File: config.mk
export PLATFORM = sky130hd
export DESIGN_NAME = cvxif_relu_responder
export DESIGN_NICKNAME = d
export VERILOG_FILES = /design/src/rtl/cvxif_relu_responder.sv
export SDC_FILE = /design/constraint.sdc
export NUM_CORES = 1
export LEC_CHECK = 0
export BUFFER_PORTS_ARGS = -buffer_cell sky130_fd_sc_hd__buf_2
export CELL_PAD_IN_SITES_DETAIL_PLACEMENT = 2
export CELL_PAD_IN_SITES_GLOBAL_PLACEMENT = 2
export CORE_ASPECT_RATIO = 0.7
export CORE_MARGIN = 3
export CORE_UTILIZATION = 40
export CTS_CLUSTER_DIAMETER = 40
export CTS_CLUSTER_SIZE = 12
export DETAILED_ROUTE_END_ITERATION = 16
export HOLD_SLACK_MARGIN = 0.03
export PLACE_DENSITY = 0.74
export SKIP_LAST_GASP = 1
export SLEW_MARGIN = 20
export SYNTH_ARGS = -nofsm -noshare
export SYNTH_HDL_FRONTEND = slang
export SYNTH_SLANG_ARGS = --single-unit
export TNS_END_PERCENT = 20
File: constraint.sdc
create_clock -name clk_i -period 3.8 [get_ports clk_i]
set_input_delay 0.57 -clock clk_i [delete_from_list [all_inputs] [get_ports clk_i]]
set_output_delay 0.57 -clock clk_i [all_outputs]
set_load 0.05 [all_outputs]
File: src/rtl/cvxif_relu_responder.sv
// CV-X-IF coprocessor responder for the ReLU custom-1 instruction.
// Accepted instructions wait in an in-order buffer until the core commits or kills them.
module cvxif_relu_responder #(
  parameter int unsigned XLEN     = 64,
  parameter int unsigned ID_WIDTH = 3,
  parameter int unsigned DEPTH    = 4
) (
  input  logic                clk_i,
  input  logic                rst_i,
  input  logic                issue_valid_i,
  output logic                issue_ready_o,
  input  logic [31:0]         issue_instr_i,
  input  logic [ID_WIDTH-1:0] issue_id_i,
  input  logic [XLEN-1:0]     issue_rs1_i,
  input  logic                issue_rs1_valid_i,
  output logic                issue_accept_o,
  output logic                issue_writeback_o,
  input  logic                commit_valid_i,
  input  logic [ID_WIDTH-1:0] commit_id_i,
  input  logic                commit_kill_i,
  output logic                result_valid_o,
  input  logic                result_ready_i,
  output logic [ID_WIDTH-1:0] result_id_o,
  output logic [4:0]          result_rd_o,
  output logic [XLEN-1:0]     result_data_o,
  output logic                result_we_o
);

  localparam int unsigned     PTR_W       = $clog2(DEPTH);
  localparam logic [6:0]      OPCODE_RELU = 7'b0101011;
  localparam logic [PTR_W:0]  FULL_CNT    = (PTR_W+1)'(DEPTH);

  logic [ID_WIDTH-1:0] id_q   [DEPTH];
  logic [4:0]          rd_q   [DEPTH];
  logic [XLEN-1:0]     data_q [DEPTH];

  logic [DEPTH-1:0] valid_q, valid_d;
  logic [DEPTH-1:0] committed_q, committed_d;
  logic [DEPTH-1:0] killed_q, killed_d;
  logic [PTR_W-1:0] head_q, head_d;
  logic [PTR_W-1:0] tail_q, tail_d;
  logic [PTR_W:0]   count_q, count_d;

  logic match, push, pop, head_kill;
  logic instr_unused;

  assign instr_unused = ^issue_instr_i[31:12];

  assign match             = (issue_instr_i[6:0] == OPCODE_RELU);
  assign issue_accept_o    = match;
  assign issue_writeback_o = match;
  // Readiness looks only at registered occupancy; a same-cycle pop never frees a slot early.
  assign issue_ready_o     = issue_rs1_valid_i && (count_q < FULL_CNT);
  assign push              = issue_valid_i && issue_ready_o && match;

  assign head_kill      = valid_q[head_q] && killed_q[head_q];
  assign result_valid_o = valid_q[head_q] && committed_q[head_q] && !killed_q[head_q];
  assign result_we_o    = result_valid_o;
  assign result_id_o    = result_valid_o ? id_q[head_q]   : '0;
  assign result_rd_o    = result_valid_o ? rd_q[head_q]   : '0;
  assign result_data_o  = result_valid_o ? data_q[head_q] : '0;
  assign pop            = head_kill || (result_valid_o && result_ready_i);

  always_comb begin
    valid_d     = valid_q;
    committed_d = committed_q;
    killed_d    = killed_q;
    if (commit_valid_i) begin
      for (int i = 0; i < DEPTH; i++) begin
        if (valid_q[i] && (id_q[i] == commit_id_i)) begin
          if (commit_kill_i) killed_d[i]    = 1'b1;
          else               committed_d[i] = 1'b1;
        end
      end
    end
    if (pop) valid_d[head_q] = 1'b0;
    // The tail slot is never valid when a push is allowed, so a same-cycle commit cannot touch it.
    if (push) begin
      valid_d[tail_q]     = 1'b1;
      committed_d[tail_q] = 1'b0;
      killed_d[tail_q]    = 1'b0;
    end
  end

  always_comb begin
    head_d  = head_q + PTR_W'(pop);
    tail_d  = tail_q + PTR_W'(push);
    count_d = count_q;
    case ({push, pop})
      2'b10:   count_d = count_q + 1'b1;
      2'b01:   count_d = count_q - 1'b1;
      default: count_d = count_q;
    endcase
  end

  always_ff @(posedge clk_i) begin
    if (rst_i) begin
      head_q      <= '0;
      tail_q      <= '0;
      count_q     <= '0;
      valid_q     <= '0;
      committed_q <= '0;
      killed_q    <= '0;
    end else begin
      head_q      <= head_d;
      tail_q      <= tail_d;
      count_q     <= count_d;
      valid_q     <= valid_d;
      committed_q <= committed_d;
      killed_q    <= killed_d;
    end
  end

  // NOTE: payload storage is not reset; the valid flags alone decide whether a slot means anything.
  always_ff @(posedge clk_i) begin
    if (push) begin
      id_q[tail_q]   <= issue_id_i;
      rd_q[tail_q]   <= issue_instr_i[11:7];
      data_q[tail_q] <= issue_rs1_i[XLEN-1] ? '0 : issue_rs1_i;
    end
  end

endmodule

Word-level counts from Yosys, hierarchy flattened
Memory sizes are Yosys's and may differ from the RTL's. A register that Yosys moved wholly into a read port is not among the register bits.
Cells that the tools add are included.
- flip-flop bits (word level): 19
- bits in writable memories: 284
- input bits: 109
- logic and storage cells: 89
- memories: 3
- memory list (name ; depth ; width ; read ports ; clocked after memory_dff ; write ports ; RTL line ; text):
    data_q ; 4 ; 63 ; 1 ; 1 ; 1 ; 35 ; logic [XLEN-1:0] data_q [DEPTH];
    rd_q ; 4 ; 5 ; 1 ; 1 ; 1 ; 34 ; logic [4:0] rd_q [DEPTH];
    id_q ; 4 ; 3 ; 5 ; 1 ; 1 ; 33 ; logic [ID_WIDTH-1:0] id_q [DEPTH];
- add/sub/neg operators: 4
- $lt $le $gt $ge: 5
- equality and inequality tests: 7
- multiplexer cells: 42
- bitwise gates (word level): 6
- reductions and logical operators: 16
- operator list (kind ; number):
    two-way mux 64 bit ; 1
    two-way mux 63 bit ; 1
    two-way mux 4 bit ; 6
    two-way mux 1 bit ; 23
    logical AND 1 bit ; 13
    AND 4 bit ; 3
    equality test 3 bit ; 4
    NOT 4 bit ; 2
    equality test 7 x 6 -> 1 bit (second input constant) ; 1
    binary-select mux 1 bit (select 2 bit) ; 3
    < comparator 2 x 3 -> 1 bit (second input constant) ; 2
    two-way mux 2 bit ; 3
    case mux 3 bit (2 select lines) ; 1
    two-way mux 5 bit ; 1
    adder 2 x 1 -> 2 bit ; 2
    demux 1 bit (select 2 bit) ; 2
    >= comparator 2 x 1 -> 1 bit (second input constant) ; 2
    bitwise OR 4 bit ; 1
    adder 3 x 1 -> 3 bit (second input constant) ; 1
    < comparator 3 bit (second input constant) ; 1
    two-way mux 3 bit ; 1
    subtractor 3 x 1 -> 3 bit (second input constant) ; 1
    equality test 2 x 1 -> 1 bit (second input constant) ; 1
    equality test 2 bit (second input constant) ; 1
    3 further kinds ; 3

Depth between registers and ports, before layout
Gate-level depths: netlist of the first run.
- depth after elaboration: 9
- depth in mapped cells: 12
- gate-level depth less buffers: 9

Worst setup path before layout of the first run
Ideal clock, no wire load.
- path kind: input to register
- from: input port issue_instr_i[2]
- to: memory data_q[2][0] (netlist name), enable pin
- arrival time: 2.475 ns
- data required time: 3.375 ns
- slack: 0.900 ns
- stages on the path: 4
- cell sequence: and3b_1 clkbuf_1 nand4_1 inv_1
- word-level cells in the longest chain between the ends: 4
- RTL lines (item ; RTL line ; text):
    start: declaration ; 12 ; input logic [31:0] issue_instr_i,
    equality test 7 x 6 -> 1 bit ; 49 ; assign match = (issue_instr_i[6:0] == OPCODE_RELU);
    logical AND 1 bit ; 54 ; assign push = issue_valid_i && issue_ready_o && match;
    two-way mux 1 bit ; 116 ; if (push) begin
    two-way mux 1 bit ; 119 ; data_q[tail_q] <= issue_rs1_i[XLEN-1] ? '0 : issue_rs1_i;
    end: declaration ; 35 ;
Every way passes these cells.

Worst setup path in the final report of the first run
- from: register head_q[1]
- to: output port result_data_o[38]
- word-level cells in the longest chain between the ends: 5
- RTL lines (item ; RTL line ; text):
    start: declaration ; 40 ; logic [PTR_W-1:0] head_q, head_d;
    start signal: assignment ; 98 ; head_q <= '0;
    start signal: assignment ; 105 ; head_q <= head_d;
    binary-select mux 1 bit (select 2 bit) ; 57 ; assign result_valid_o = valid_q[head_q] && committed_q[head_q] && !killed_q[head_q];
    two-way mux 1 bit (implied by the code) ; 57 ;
    logical AND 1 bit or zero test 1 bit (tied branches) ; 57 ;
    logical AND 1 bit (*) ; 57 ;
    two-way mux 64 bit (*) ; 61 ; assign result_data_o = result_valid_o ? data_q[head_q] : '0;
    end: declaration ; 25 ; output logic [XLEN-1:0] result_data_o,
Every way passes the cells marked *; elsewhere a longest branch is shown, timed or not. The select of a mux whose other input is x is not followed.

==> impl_metrics.yaml, run 1 <==
timing:
  drv_slew: 0
  fin_skew_ps: 23.18
  tightestPinTransition_ps: 853.1
  fmax_ghz: 0.2776
  finalSetupViolCount: 0
  setup_tns_ps: 0
  finalHoldViolCount: 0
  period_share: 0.9479
  slew_headroom: 0.4313
  grt_setup_unrepaired: "no"
  holdWs_ps: 266.2
  min_period_ps: 3602
floorplanning:
  initial_utilization: 0.4096
  die-area_um2: 34390
  rows: 54
  fp.dieW_um: 220.4
  coreArea_um2: 31420
  die_height_um: 156.1
  io_pins: 186
drt:
  route.vias.total: 6840
  first_pass_iters: 4
  drt-vias-per-instance: 5.340
  wire_per_inst_um: 26.08
  drc: 0
  drtIter0Drc: 412
  wl_um: 33410
  ant_nets: 0
final_layout:
  drive_gt1_frac: 0.4483
  fin_cells: 1281
  fin_nets: 949
  area_delta_synth_final_pct: 18.99
  antenna_cells: 0
  fin_util: 0.4873
clocking:
  clk_pin_slew_ps: 60
  clkLatencyLatePin_ps: 540
  clockBufferDepth: 3
  cts_tree: "done"
  numCtsBuffers: 38
  clock-sinks: 303
  cts_setup_buffers: 0
  h-tree-depth: 2
  hold_buffers: 0
  root_buffer: "clkbuf_16"
logic_synthesis:
  synth.net_count: 778
  ys_warn_count: 0
  avgSynthCellArea_um2: 19.35
  synth.top_cell.area_share: 0.6628
  synth_edf_count: 284
  synthesis.area_um2: 12870
  yosysMostFrequentCell: "edfxtp_1"
  synthTopCellsByArea: "edfxtp_1 (66%), mux4_2 (13%), nor3b_2 (6.7%)"
  synthFlopType: "edfxtp_1"
  netlist_instances: 665
  ys_async_sr_fraction: 0
  yosys.area.top_type: "edfxtp_1"
  synth_seq_cells: 303
  yosysUniqueCellTypes: 35
  ys_seq_area_frac: 0.6923
  ys_top_cells_by_count: "edfxtp_1 (284), mux4_2 (72), nor3b_2 (69), nor2b_1 (68), dfxtp_1 (19)"
setup_path:
  worstPathRequired_ps: 3230
  crit_path_end_kind: "output pin"
  crit_fanout: 31
  cp.arrival_ps: 3030
  worstSetupPathType: "flip-flop to output pin"
  start_kind: "flip-flop"
pwr:
  ir_worst_vdd_uv: 360.5
  leakagePower_uw: 0.005156
  p_total_uw: 7335
  power_density_nw_per_um2: 479.1
placement:
  placed_cells: 1216
  hpwl_um: 20700
  io_buffers: 164
  globalplace.congestion: 0.7427
flow_run:
  max_cap_viol_count: 0
global_routing:
  grtUsageTotal: 0.1999
  grt_remaining_overflow: 0
  grt_max_degree: 64
  antenna_found_initial: 1
  grt_pass1_vias: 7891
  grt_pass1_wl_um: 50850
outcome:
  status: "finished, final reports clean"
min_path:
  hp-class: "primary input to flip-flop"
## through the flow
| stage | instance area, um2 | setup WS (ps) |
|---|---|---|
| after CTS | 15300 | 19.13 |
| after floorplan | 12870 | 900.4 |
| final | 15310 | 198.1 |
| after global routing | 15310 | 35.76 |
| after detailed placement | 14080 | 605.6 |
| after global placement | 14080 | 675.9 |
## cell usage in the layout (no fill, tap or decap), drive strengths merged, types with 2 or more instances in the layout
master,count
edfxtp,284
buf,181
mux4,72
nor3b,71
nor2b,68
clkbuf,43
dfxtp,19
clkinv,18
xnor2,14
a21oi,11
nor2,9
a41oi,8
and3b,6
nand2b,6
nor3,6
inv,6
and3,5
o21ai,5
nand4,4
bufinv,4
ha,3
mux2i,2
o22a,2
and2,2
xor2,2
clkinvlp,2
## state kept, by name (all words and copies together) (netlist names)
register	flops
data_q	252
rd_q	20
id_q	12
committed_q	4
killed_q	4
valid_q	4
count_q	3
head_q	2
tail_q	2
## critical path, stage by stage, from the launching register on
cell	delay (ps)
dfxtp_4	640
mux4_4	850
buf_12	340
nor3b_2	310
buf_2	330
## final cells by class
type | count | area [um2]
clock buffer | 43 | 979.7
clock inverter | 22 | 235.2
fill | 2863 | 16110
inverter | 8 | 35.03
multi-input combinational | 304 | 3605
sequential | 303 | 8916
tap | 420 | 525.5
timing repair buffer | 181 | 1015
## power breakdown
group	leakage (uW)	internal, uW	total (uW)	switching (uW)
logic	0.00178	57.5	155	97.6
registers	0.00278	3640	3640	0.248
clock network	0.000593	2130	3540	1410
total	0.00516	5830	7330	1500
## path summary, 6_finish.rpt
kind | start | to | slack, ps | cells after the start
setup / recovery | head_q[1]$_SDFF_PP0_ | result_data_o[38] | 200 | 4
hold / removal | issue_instr_i[9] | rd_q[3][2]$_DFFE_PP_ | 270 | 1
setup reg to reg | head_q[0]$_SDFF_PP0_ | count_q[2]$_SDFFE_PP0P_ | 690 | 9
hold reg to reg | count_q[1]$_SDFFE_PP0P_ | count_q[1]$_SDFFE_PP0P_ | 520 | 2
## logic make-up (layout without fill, tap and decap cells)
kind of cell    after synthesis  count (layout)  synth area share
flops                       303             303            0.6923
simple gates                181             181            0.1209
mux                          75              75            0.1287
buf+inv                      58             254           0.02859
compound gates               27              27           0.01381
xor+xnor                     16              16           0.01089
fa+ha+maj                     4               4          0.004473
other cells                   1               1         0.0002914
## layer usage
layer	part of all wire	global-route usage	wire [um]	vias to the layer above
met3	0.046	0.04322	1545	37
met1	0.42	0.2582	13960	3647
li1	-	-	-	2979
met4	0.016	0.04963	537	2
met2	0.52	0.3466	17350	175
met5	0.00060	0	20	-
## what timing repair did
item	CTS	global route
endpoints found under the hold margin	0	0
endpoints found under the setup margin	0	29
resized for setup	0	2
Power figures use the tool's default switching activity.
==> run 2, diff against run 1 <==
Settings changed: CORE_MARGIN 3 to 1.5.
==> run 2 against run 1 <==
  * Sequential cell count stayed put
  * Clock skew is 1.4 ps lower
  * Clock power hardly changed
  * Sequential share of layout area is 0.12 points higher
  * Clock-buffer cell count is 1 higher
  * Critical endpoint is now result_data_o[33]
==> impl_metrics.yaml, run 2 (synthesis gave the netlist of run 1 again) <==
placement:
  hpwl_um: 19860
  io_buffers: 164
  dp_slack_ps: 807.5
  globalplace.congestion: 0.7741
  placed_cells: 1215
final_layout:
  seq_area_um2: 8916
  top_register: "data_q"
  final_common_cell: "edfxtp_1"
  most-common-layout-cells: "edfxtp_1 (284), buf_2 (164), mux4_2 (71)"
  fin_util: 0.4863
  largest_register_ff_count: 252
  fin_cells: 1286
  area_delta_synth_final_pct: 18.75
  largestRegisters: "data_q: 252 flops, rd_q: 20 flops, id_q: 12 flops"
  fin_nets: 950
  nFillCells: 2864
  drive_gt1_frac: 0.4543
  multi_input_area_um2: 3593
drt:
  wl_um: 32400
  wire_per_inst_um: 25.19
  first_pass_iters: 5
  drc: 0
  drt-vias-per-instance: 5.313
  drtIter0Drc: 316
  ant_nets: 0
  route.vias.total: 6832
timing:
  finalSetupViolCount: 0
  setup_tns_ps: 0
  layout_setup_ws_ps: 334.5
  period_share: 0.9120
  min_period_ps: 3465
  fmax_ghz: 0.2886
  slew_headroom: 0.4947
  fin_skew_ps: 21.81
  tightestPinTransition_ps: 758.0
  drv_slew: 0
  grt_setup_unrepaired: "no"
  finalHoldViolCount: 0
setup_path:
  r2r_slack_ps: 810
  rr_startpoint: "head_q[1]$_SDFF_PP0_"
  start_kind: "flip-flop"
  crit_start: "head_q[1]$_SDFF_PP0_"
  rr_worst_depth: 9
  crit_path_end_kind: "output pin"
  r2r_end: "count_q[2]$_SDFFE_PP0P_"
  endpoint: "result_data_o[33]"
  worstPathRequired_ps: 3230
  cp.arrival_ps: 2900
  worstSetupPathType: "flip-flop to output pin"
  crit_fanout: 43
clocking:
  cts_resized: 0
  h-tree-depth: 2
  cts_tree: "done"
  clkLatencyLatePin_ps: 540
  hold_buffers: 0
  clock-sinks: 303
  cts_setup_buffers: 0
  clockBufferDepth: 3
  clk_pin_slew_ps: 50
  numCtsBuffers: 40
  root_buffer: "clkbuf_16"
floorplanning:
  io_pins: 186
  die_height_um: 153.1
  rows: 54
  initial_utilization: 0.4096
  fp.dieW_um: 217.4
  coreArea_um2: 31420
  die-area_um2: 33270
pwr:
  leakagePower_uw: 0.005124
  power_density_nw_per_um2: 482.3
  ir_worst_vdd_uv: 295.2
global_routing:
  grt_pass1_vias: 7884
  grt_max_degree: 73
  grt_pass1_wl_um: 49600
  grtUsageTotal: 0.2011
  grt_remaining_overflow: 0
  antenna_found_initial: 1
flow_run:
  max_cap_viol_count: 0
min_path:
  hold_depth: 1
  hp-class: "primary input to flip-flop"
outcome:
  status: "finished, final reports clean"
## run 2: cell count changes in the layout (fill, tap and decap cells not counted), moves of 2 or more
cell / previous run / this run
buf_12: 5 / 2
buf_4: 11 / 14
bufinv_16: 4 / 2
clkbuf_16: 38 / 41
clkinv_1: 5 / 3
clkinv_2: 10 / 17
inv_6: 2 / 4
## run 2: stage by stage
stage | area [um2] | hold WS [ps] | power, uW
final | 15280 | 258.5 | 7369
after global routing | 15280 | 247.5 | 7580
after CTS | 15280 | 234.3 | 7452
after detailed placement | 14040 | 490.2 | 3869
after global placement | 14040 | 484.2 | 3852
after floorplan | 12870 | 454.6 | 3785
## run 2: layer usage
layer	GRT usage	vias to the layer above	wire length (um)
li1	-	2991	-
met3	0.03900	48	1347
met1	0.2652	3626	14150
met2	0.3437	167	16370
met4	0.04828	0	535
met5	0	-	0
## run 2: cell type report
cell class | count | area share
Sequential cell | 303 | 0.5835
Tap cell | 420 | 0.03439
Timing Repair Buffer | 180 | 0.06322
Antenna cell | 1 | 0.0001638
Clock inverter | 26 | 0.01335
Clock buffer | 44 | 0.06788
Multi-Input combinational cell | 304 | 0.2352
Inverter | 8 | 0.002293
## run 2: worst max-delay path: stages, from the launching register on
cell	delay, ps
dfxtp_4	740
buf_4	690
mux4_2	330
nor3b_2	240
buf_2	310
## run 2: worst min path at each step
stage                             from                      end  slack, ps
6_report              issue_instr_i[9]     rd_q[0][2]$_DFFE_PP_        260
5_1_grt              issue_instr_i[11]     rd_q[1][4]$_DFFE_PP_        250
2_1_floorplan   killed_q[2]$_SDFF_PP0_   killed_q[2]$_SDFF_PP0_        450
4_1_cts              issue_instr_i[11]     rd_q[1][4]$_DFFE_PP_        230
3_5_place_dp   count_q[1]$_SDFFE_PP0P_  count_q[1]$_SDFFE_PP0P_        490
3_3_place_gp    killed_q[2]$_SDFF_PP0_   killed_q[2]$_SDFF_PP0_        480
## run 2: power breakdown
part | internal (uW) | switching [uW] | total (uW)
sequential | 3640 | 0.222 | 3640
combinational | 58.0 | 95.7 | 154
clock | 2110 | 1460 | 3570
==> run 3, diff against run 2 <==
Settings changed: CELL_PAD_IN_SITES_DETAIL_PLACEMENT 2 to unset, CELL_PAD_IN_SITES_GLOBAL_PLACEMENT 2 to unset, CTS_BUF_LIST set to sky130_fd_sc_hd__clkbuf_8, CTS_CLUSTER_DIAMETER 40 to unset, PLACE_DENSITY 0.74 to 0.58.
==> run 3 against run 2 <==
  * Die area did not move
  * Clock-buffer cell count up 5
  * Combinational power fell by 6%
  * Utilization decreased by 1.2 points
  * Critical endpoint unchanged
  * Global-route usage decreased by 3.5 points
  * Register-to-register slack better by 140 ps
  * Fmax fell by 2.5%
  * Worst hold slack lost 29 ps
  * Non-clock buffer count is 1 higher
  * First-iteration DRC count up 12%
==> impl_metrics.yaml, run 3 (synthesis gave the netlist of run 1 again) <==
setup_path:
  worstSetupPathType: "flip-flop to output pin"
  crit_fanout: 38
  cp.arrival_ps: 2990
  crit_path_end_kind: "output pin"
  worstPathRequired_ps: 3230
  start_kind: "flip-flop"
final_layout:
  nFillCells: 2676
  largestRegisters: "data_q: 252 flops, rd_q: 20 flops, id_q: 12 flops"
  area_delta_synth_final_pct: 15.89
  final_common_cell: "edfxtp_1"
  seq_area_um2: 8916
  fin_util: 0.4746
  largest_register_ff_count: 252
  multi_input_area_um2: 3593
  top_register: "data_q"
  most-common-layout-cells: "edfxtp_1 (284), buf_2 (163), mux4_2 (71)"
  fin_nets: 959
  design_area_um2: 14910
  antenna_cells: 0
  fin_cells: 1301
  drive_gt1_frac: 0.4359
drt:
  drt-vias-per-instance: 5.171
  route.vias.total: 6728
  wl_met3_um: 1937
  wl_met1_um: 11920
  wl_um: 27190
  first_pass_iters: 4
  top_layer: "met5"
  wire_per_inst_um: 20.90
  drtIter0Drc: 354
  drc: 0
  ant_nets: 0
  route.met2.wl_um: 12840
global_routing:
  grtUsageTotal: 0.1662
  grt_pass1_vias: 7307
  antenna_found_initial: 3
  grt_remaining_overflow: 0
  grt_pass1_wl_um: 41730
  grt_max_degree: 45
placement:
  globalplace.congestion: 0.7862
  placed_cells: 1216
  hpwl_um: 16340
  io_buffers: 164
  dpl-instance-area_um2: 14100
clocking:
  hold_buffers: 0
  cts_resized: 0
  root_buffer: "clkbuf_8"
  clockBufferDepth: 3
  clock-sinks: 303
  h-tree-depth: 2
  cts_tree: "done"
  numCtsBuffers: 48
  clkLatencyLatePin_ps: 560
  cts_setup_buffers: 0
  clk_pin_slew_ps: 60
timing:
  finalSetupViolCount: 0
  tightestPinTransition_ps: 916.8
  min_period_ps: 3556
  fmax_ghz: 0.2812
  drv_slew: 0
  period_share: 0.9358
  slew_headroom: 0.3888
  fin_skew_ps: 11.08
  grt_setup_unrepaired: "no"
  setup_tns_ps: 0
  finalHoldViolCount: 0
floorplanning:
  die_height_um: 153.1
  rows: 54
  initial_utilization: 0.4096
  die-area_um2: 33270
  coreArea_um2: 31420
  io_pins: 186
  fp.dieW_um: 217.4
pwr:
  power_density_nw_per_um2: 414.8
  ir_worst_vdd_uv: 242.5
  p_total_uw: 6186
  leakagePower_uw: 0.004988
flow_run:
  max_cap_viol_count: 0
outcome:
  status: "finished, final reports clean"
min_path:
  hp-class: "primary input to flip-flop"
[run 3: cell types whose count changed in the layout (fill, tap and decap cells not counted), sizes merged, moves of 2 or more]
cell | before | now
bufinv | 2 | 0
clkinv | 22 | 27
clkbuf | 44 | 49
clkinvlp | 2 | 0
inv | 8 | 17
[run 3: cell type report]
| type | instances | share of cell area |
|---|---|---|
| sequential | 303 | 0.5979 |
| multi-input combinational | 304 | 0.2410 |
| timing repair buffer | 181 | 0.06880 |
| clock buffer | 49 | 0.04523 |
| tap | 420 | 0.03524 |
| clock inverter | 36 | 0.009481 |
| inverter | 8 | 0.002349 |
[run 3: worst max-delay path, cell delays in order, from the launching register on]
cell and delay, ps:
dfxtp_4 720, mux4_4 760, buf_12 300, nor3b_2 290
buf_2 320
[run 3: per-layer routing]
metal	vias up	GRT usage
met5	-	0
met1	3460	0.2245
met2	221	0.2629
met4	4	0.04563
met3	48	0.04896
li1	2995	-
[run 3: path summary, 6_finish.rpt]
path         slack (ps)  cells past startpoint                    start                       to
min reg2reg         500                      2  count_q[2]$_SDFFE_PP0P_  count_q[2]$_SDFFE_PP0P_
min                 230                      1         issue_instr_i[8]     rd_q[1][1]$_DFFE_PP_
max                 240                      4     head_q[1]$_SDFF_PP0_        result_data_o[33]
max reg2reg         950                      9     head_q[1]$_SDFF_PP0_  count_q[2]$_SDFFE_PP0P_
[run 3: power breakdown]
part | internal, uW | switching [uW]
Sequential | 3640 | 0.195
Clock | 1190 | 1210
Combinational | 57.1 | 86.4
[run 3: metrics by stage]
step / hold slack (ps) / setup WS (ps)
floorplan: 454.6 / 900.4
global placement: 483.8 / 804.1
detailed placement: 491.4 / 797.0
CTS: 177.4 / 169.7
global route: 186.1 / 89.29
finish: 229.6 / 243.9
